`src/rtl/mem_arbiter.sv`:
```
// Two-requester arbiter for one single-port synchronous RAM.
// Every access takes exactly four cycles: IDLE (arbitrate), ISSUE (address
// and write strobe to the RAM), DATA (RAM read data returns) and RESP
// (ack pulse, rdata valid).
// Handshake: a requester raises req with its address/data stable and holds
// it until it sees a one-cycle ack. The access is committed once it is granted
// in IDLE and always finishes with an ack, even if req drops early. A req
// still high in the cycle after ack is taken as a new access. The CPU may
// read or write; the device only reads.
module mem_arbiter #(
    parameter int unsigned STARVE_MAX = 4
) (
    input  logic        clk,
    input  logic        reset,
    input  logic        cpu_req,
    input  logic        cpu_we,
    input  logic [15:0] cpu_addr,
    input  logic [15:0] cpu_wdata,
    output logic        cpu_ack,
    output logic [15:0] cpu_rdata,
    input  logic        dev_req,
    input  logic [15:0] dev_addr,
    output logic        dev_ack,
    output logic [15:0] dev_rdata,
    output logic [15:0] mem_addr,
    output logic [15:0] mem_wdata,
    output logic        mem_we,
    input  logic [15:0] mem_rdata,
    output logic [1:0]  dbg_state,
    output logic        dbg_owner,
    output logic [3:0]  dbg_starve_cnt
);

    typedef enum logic [1:0] {
        IDLE  = 2'd0,
        ISSUE = 2'd1,
        DATA  = 2'd2,
        RESP  = 2'd3
    } state_t;

    localparam logic OWNER_CPU = 1'b0;
    localparam logic OWNER_DEV = 1'b1;
    localparam logic [3:0] STARVE_LIM = 4'(STARVE_MAX);

    state_t     state_q, state_d;
    logic       owner_q, owner_d;
    logic [3:0] starve_q, starve_d;
    logic [15:0] owner_addr;

    assign owner_addr     = (owner_q == OWNER_DEV) ? dev_addr : cpu_addr;
    assign mem_wdata      = cpu_wdata;
    assign dbg_state      = state_q;
    assign dbg_owner      = owner_q;
    assign dbg_starve_cnt = starve_q;

    // State, owner and starvation counter registers.
    always_ff @(posedge clk or posedge reset) begin
        if (reset) begin
            state_q  <= IDLE;
            owner_q  <= OWNER_CPU;
            starve_q <= 4'd0;
        end else begin
            state_q  <= state_d;
            owner_q  <= owner_d;
            starve_q <= starve_d;
        end
    end

    // Next state, arbitration decision and RAM/ack outputs.
    always_comb begin
        state_d  = state_q;
        owner_d  = owner_q;
        starve_d = starve_q;
        mem_addr = 16'h0000;
        mem_we   = 1'b0;
        cpu_ack  = 1'b0;
        dev_ack  = 1'b0;
        case (state_q)
            IDLE: begin
                // With the device not asking there is nothing to starve.
                if (!dev_req) starve_d = 4'd0;
                if (cpu_req || dev_req) begin
                    state_d = ISSUE;
                    if (dev_req && (!cpu_req || starve_q == STARVE_LIM)) begin
                        owner_d  = OWNER_DEV;
                        starve_d = 4'd0;
                    end else begin
                        owner_d = OWNER_CPU;
                        // The CPU just passed over a waiting device.
                        if (dev_req && starve_q != STARVE_LIM)
                            starve_d = starve_q + 4'd1;
                    end
                end
            end
            ISSUE: begin
                state_d  = DATA;
                mem_addr = owner_addr;
                mem_we   = (owner_q == OWNER_CPU) && cpu_we;
            end
            DATA: begin
                state_d  = RESP;
                mem_addr = owner_addr;
            end
            RESP: begin
                state_d = IDLE;
                cpu_ack = (owner_q == OWNER_CPU);
                dev_ack = (owner_q == OWNER_DEV);
            end
            default: state_d = IDLE;
        endcase
    end

    // Capture RAM read data for the owner on the DATA->RESP edge; CPU writes
    // leave the CPU read register alone.
    always_ff @(posedge clk or posedge reset) begin
        if (reset) begin
            cpu_rdata <= 16'h0000;
            dev_rdata <= 16'h0000;
        end else if (state_q == DATA) begin
            if (owner_q == OWNER_DEV)
                dev_rdata <= mem_rdata;
            else if (!cpu_we)
                cpu_rdata <= mem_rdata;
        end
    end

endmodule
```
`config.mk`:
```
export PLATFORM = sky130hd
export DESIGN_NAME = mem_arbiter
export DESIGN_NICKNAME = d
export VERILOG_FILES = /design/src/rtl/mem_arbiter.sv
export SDC_FILE = /design/constraint.sdc
export NUM_CORES = 1
export LEC_CHECK = 0
export BUFFER_PORTS_ARGS = -buffer_cell sky130_fd_sc_hd__buf_2
export CAP_MARGIN = 10
export CELL_PAD_IN_SITES_DETAIL_PLACEMENT = 0
export CELL_PAD_IN_SITES_GLOBAL_PLACEMENT = 1
export CORE_MARGIN = 2
export CORE_UTILIZATION = 27
export CTS_CLUSTER_SIZE = 12
export DETAILED_ROUTE_END_ITERATION = 7
export PLACE_DENSITY = 0.84
export SLEW_MARGIN = 20
export SYNTH_ARGS = -nofsm -noshare
export SYNTH_HDL_FRONTEND = slang
export SYNTH_SLANG_ARGS = --single-unit
```
`constraint.sdc`:
```
create_clock -name clk -period 1.6 [get_ports clk]
set_input_delay 0.16 -clock clk [delete_from_list [all_inputs] [get_ports clk]]
set_output_delay 0.16 -clock clk [all_outputs]
set_load 0.03 [all_outputs]
```
-- Yosys cells after proc, flatten, opt, wreduce, memory -nomap -nowiden
Index checks and enable logic that the tools add are counted.
- shift operators: 0
- reductions and logical operators: 11
- equality and inequality tests: 6
- bitwise gates (word level): 2
- multiplexer cells: 12
- div/mod/pow operators: 0
- multiply operators: 0
- $add $sub $neg: 1
- order comparisons: 0
- operator list (cell ; number):
    $mux 16 ; 2
    $mux 4 ; 4
    $pmux 2 s4 ; 1
    $add 4x1->4 const B ; 1
    $eq 2x2->1 const B ; 2
    $eq 4x3->1 const B ; 1
    $mux 1 ; 4
    $ne 4x3->1 const B ; 1
    $reduce_and 2->1 ; 2
    $logic_and 1x1->1 ; 3
    $reduce_and 3->1 ; 1
    $eq 2x1->1 const B ; 1
    $logic_not 2->1 ; 1
    $logic_or 1x1->1 ; 2
    $mux 2 ; 1
    $ne 2x2->1 const B ; 1
    $not 1->1 ; 2
    $reduce_or 2->1 ; 1
    $logic_not 1->1 ; 1
- output and inout port bits: 74
- bits in registers: 39
- bits in writable memories: 0
- latch bits: 0
- input bits: 69
- memories: 0
- ROM bits: 0

-- Longest topological paths before layout
- word-level depth: 5
- depth in mapped cells: 6

-- Worst setup path before layout
OpenSTA, ideal clock, no wires.
- path kind: reg-to-output
- start point: reg state_q[0], in the netlist dbg_state[0]
- end point: out mem_addr[0]
- cell stages (with the launch flop): 5
- arrival time: 1.709 ns
- buffers on the path: 1
- slack: -0.269 ns
- cell sequence: dfrtp_1 > inv_1 > ha_1 > clkbuf_1 > nor2b_1
- cells in the longest elaborated chain, start to end: 3
- elaborated cells on any way between the ends: 4
- those cells by class: 2 x eq/ne; 1 x mux; 1 x reduce/logical
- RTL lines (what ; line ; text):
    start: declaration ; 45 ; state_t state_q, state_d;
    start signal: assignment ; 63 ; state_q <= state_d;
    $eq 2x2->1 / $eq 2x1->1 (equally long branches) ; 78 ; case (state_q)
    $reduce_or 2->1 (no line) (*) ; - ;
    $mux 16 (*) ; 78 ;
    end: declaration ; 25 ; output logic [15:0] mem_addr,
Mark *: on every way between the ends. The rest lies on a longest branch, timed or not.

-- Worst setup path after layout
- start point: reg state_q[0], in the netlist dbg_state[0]
- end point: out mem_addr[10]
Same word-level chain as after synthesis.

==> summary.md <==
| Metric | Value |
|---|---|
| Outcome | `finished with violations` |
| Failing checks | `setup timing` |
| Initial antenna violation count | `0` |
| Starting DRT DRC Count | `11` |
| GRT Util Overall | `12.4%` |
| Die ar. | `8400 um^2` |
| Mapped cell area | `2070 um^2` |
| Nets | `346` |
| Peak VDD IR | `0.00161 V` |
| Clock Tree Root | `clkbuf_8` |
| Internal power | `4480 uW` |
| Switching pwr | `3520 uW` |
| CP Capture Type | `output port` |
| CP Launch Type | `register` |
| Max H-tree Level | `2` |
| Core ar. | `7330 um^2` |
| Placed Area | `2720 um^2` |
| Final period util | `100%` |
| Fmax | `625 MHz` |
| Share of power burned in combinational logic | `67.9%` |
| Syn_nets | `239` |
| Hold_ws | `0.0738 ns` |
| Crit Path Class | `reg2out` |
| I/O pin count | `143` |
| Clock skew | `0.00944 ns` |
| YS warnings | `0` |
| Place WS | `-0.0419 ns` |
| Num Clock Sinks | `39` |
| Routed via count | `1629` |
| Clock power share | `10.2%` |
| Pin count of the biggest net entering global routing | `40` |
| # diodes | `0` |
| # setup viols final | `1` |
| CTS Buffer Depth | `2` |
| Hold depth | `2` |
| Flop2flop setup slack | `0.07 ns` |
| Worst path max stage delay | `0.43 ns` |
| Total routed wirelength | `5070 um` |
| Fin crit period | `1.60 ns` |
| CTS buffer count | `5` |
| Slew headroom | `66.4%` |
| Slowest stage cell, crit path | `dfrtp_2` |
| Worst-Margin Slew | `0.504 ns` |
| Crit path arrival time | `1.44 ns` |
| Row count | `31` |
| Cells after Synth | `164` |
| Setup ws final | `-0.0000806 ns` |
| Die X | `91.6 um` |
| Clock-pin slew on the worst setup and hold paths | `0.08 ns` |
| Post-synth cell types | `29` |
| DR vias/cell | `4.39` |
| Seq pwr share | `21.9%` |
| Hold Fails Final Rpt | `0` |
| Average size of a mapped cell | `12.6 um^2` |
| First-pass GRT wire length | `8350 um` |
| Pwr/cell area | `2560 nW/um^2` |
| Stages on the worst setup path | `5` |
| Post-synthesis sequential area ratio | `47.1%` |
| CTS tree | `yes` |
| Max-slew violations | `0` |
| Vias in the first global route | `1728` |
| Hold Path Class | `in2reg` |
| DR WL/cell | `13.7 um` |
| Sw frac | `44.0%` |
| Share of cells above drive strength 1 | `71.7%` |
| Die Ht | `91.6 um` |
| GR Overflow Total | `0` |
| Drt pass-1 iters | `4` |
| Worst r2r path cells | `5` |
| Required time worst endpoint | `1.44 ns` |
| Starting Density | `28.3%` |
| # port buffers | `110` |
| Routability Congestion | `0.739` |
| Worst-path cell chain | `inv_4 -> ha_4 -> buf_12 -> nor2b_2 -> buf_6` |
| Post-DP HPWL | `3500 um` |
| Register bit count reported by yosys | `39` |
| Design Area, Final | `3130 um^2` |
| Worst-path maximum fanout | `9` |
| Clock latency on the worst-skew pair | `0.29 ns` |
| Worst path top cell family by delay | `flip-flops` |
| Total Power | `7990 uW` |
| Detailed-route DRC error count | `0` |
| Antenna-violating nets left | `0` |
| LEAKAGE | `0.00155 uW` |
| Area Overhead vs Synth | `50.8%` |
| RSZ-0062 raised after global routing | `true` |
| Max-cap violations | `0` |
| CP bufs+invs | `3` |
-- sequential cells by signal, summed over array words and instances, names as in the netlist --
| name | flops |
|---|---|
| cpu_rdata | 16 |
| dbg_owner | 1 |
| dbg_starve_cnt | 4 |
| dbg_state | 2 |
| dev_rdata | 16 |
-- worst paths after layout --
kind	from	endpoint
hold / removal	cpu_req	dbg_owner
min in group asynchronous	reset	dbg_owner
setup reg to reg	dbg_state[0]	cpu_rdata[13]
setup / recovery	dbg_state[0]	mem_addr[10]
hold reg to reg	dev_rdata[9]	dev_rdata[9]
max in group asynchronous	reset	dbg_state[1]
-- cells by family (layout without fill, tap and decap cells) --
group	after synthesis	count (layout)	synth area share (%)
AO/OA/AOI/OAI	9	9	2.96
adder cells (fa/ha/maj)	6	6	3.62
buffers and inverters	29	137	9.29
flip-flops	39	39	47.1
multiplexers	49	49	27.5
AND/OR/NAND/NOR	32	32	9.60
-- placed cells by master, fill, tap and decap left out, drive strengths merged, types with 3 or more instances in the layout --
cell type	n
buf	122
dfrtp	39
mux2	33
nor2b	17
mux2i	16
inv	6
ha	6
clkbuf	5
nand2	4
nor2	3
nor3b	3
-- routing by layer --
layer | track usage [%] | routed length (um) | part of all wire [%] | vias up
met1 | 13.7 | 1880 | 37 | 777
met2 | 22.2 | 2590 | 51 | 82
li1 | - | - | - | 756
met5 | 0 | 0 | 0 | -
met4 | 4.92 | 123 | 2.4 | 0
met3 | 3.62 | 470 | 9.3 | 14
-- metrics by stage --
stage	setup TNS (ns)	util (%)	cells
floorplan	-1.12	-	164
global placement	0	37.1	356
detailed placement	-0.473	37.1	356
CTS	-0.163	42.2	370
global route	-0.838	42.7	371
finish	-0.0000806	42.7	371
-- layout make-up --
class	instances	area, um^2
multi-input cells	96	1070
repair buffers	123	813
inverters	6	25.0
fillers	709	4200
flip-flops and latches	39	980
clock inverters	3	43.8
well taps	99	124
clock buffers	5	68.8
-- synth_stat cells --
cell type,count,share of area [%]
a21o_1,1,0.36
a21oi_1,1,0.24
a31oi_1,2,0.60
and2_1,1,0.30
and3_1,1,0.30
and3b_1,1,0.42
buf_2,4,0.97
buf_4,16,5.8
buf_6,1,0.54
buf_8,1,0.72
clkbuf_1,1,0.18
dfrtp_1,39,47
ha_1,6,3.6
inv_1,6,1.1
mux2_2,23,12
mux2_4,10,7.2
mux2i_1,16,7.7
nand2_1,4,0.72
nand3_1,1,0.24
nor2_1,3,0.54
nor2b_1,17,5.1
nor3b_1,2,0.72
nor3b_4,1,0.91
o211ai_1,1,0.36
o21a_1,1,0.36
o21ai_0,1,0.24
o31ai_1,1,0.36
o32ai_1,1,0.42
or3_1,1,0.30
-- power by group through the flow --
| stage | Clock, uW | Sequential [uW] | Combinational (uW) |
|---|---|---|---|
| 3_3_place_gp | 0 | 1750 | 4380 |
| 6_report | 815 | 1750 | 5430 |
| 2_1_floorplan | 0 | 2700 | 2410 |
| 4_1_cts | 859 | 1760 | 5390 |
| 5_1_grt | 902 | 1830 | 5750 |
| 3_5_place_dp | 0 | 1790 | 4440 |
-- repair_timing --
item,4_1_cts,5_1_grt
resized for setup,56,7
pin swaps,1,0
hold buffers,1,0
endpoints found under the hold margin,10,0
endpoints found under the setup margin,16,18
setup buffers,5,1
Note: power is estimated with default switching activity, not from simulation.
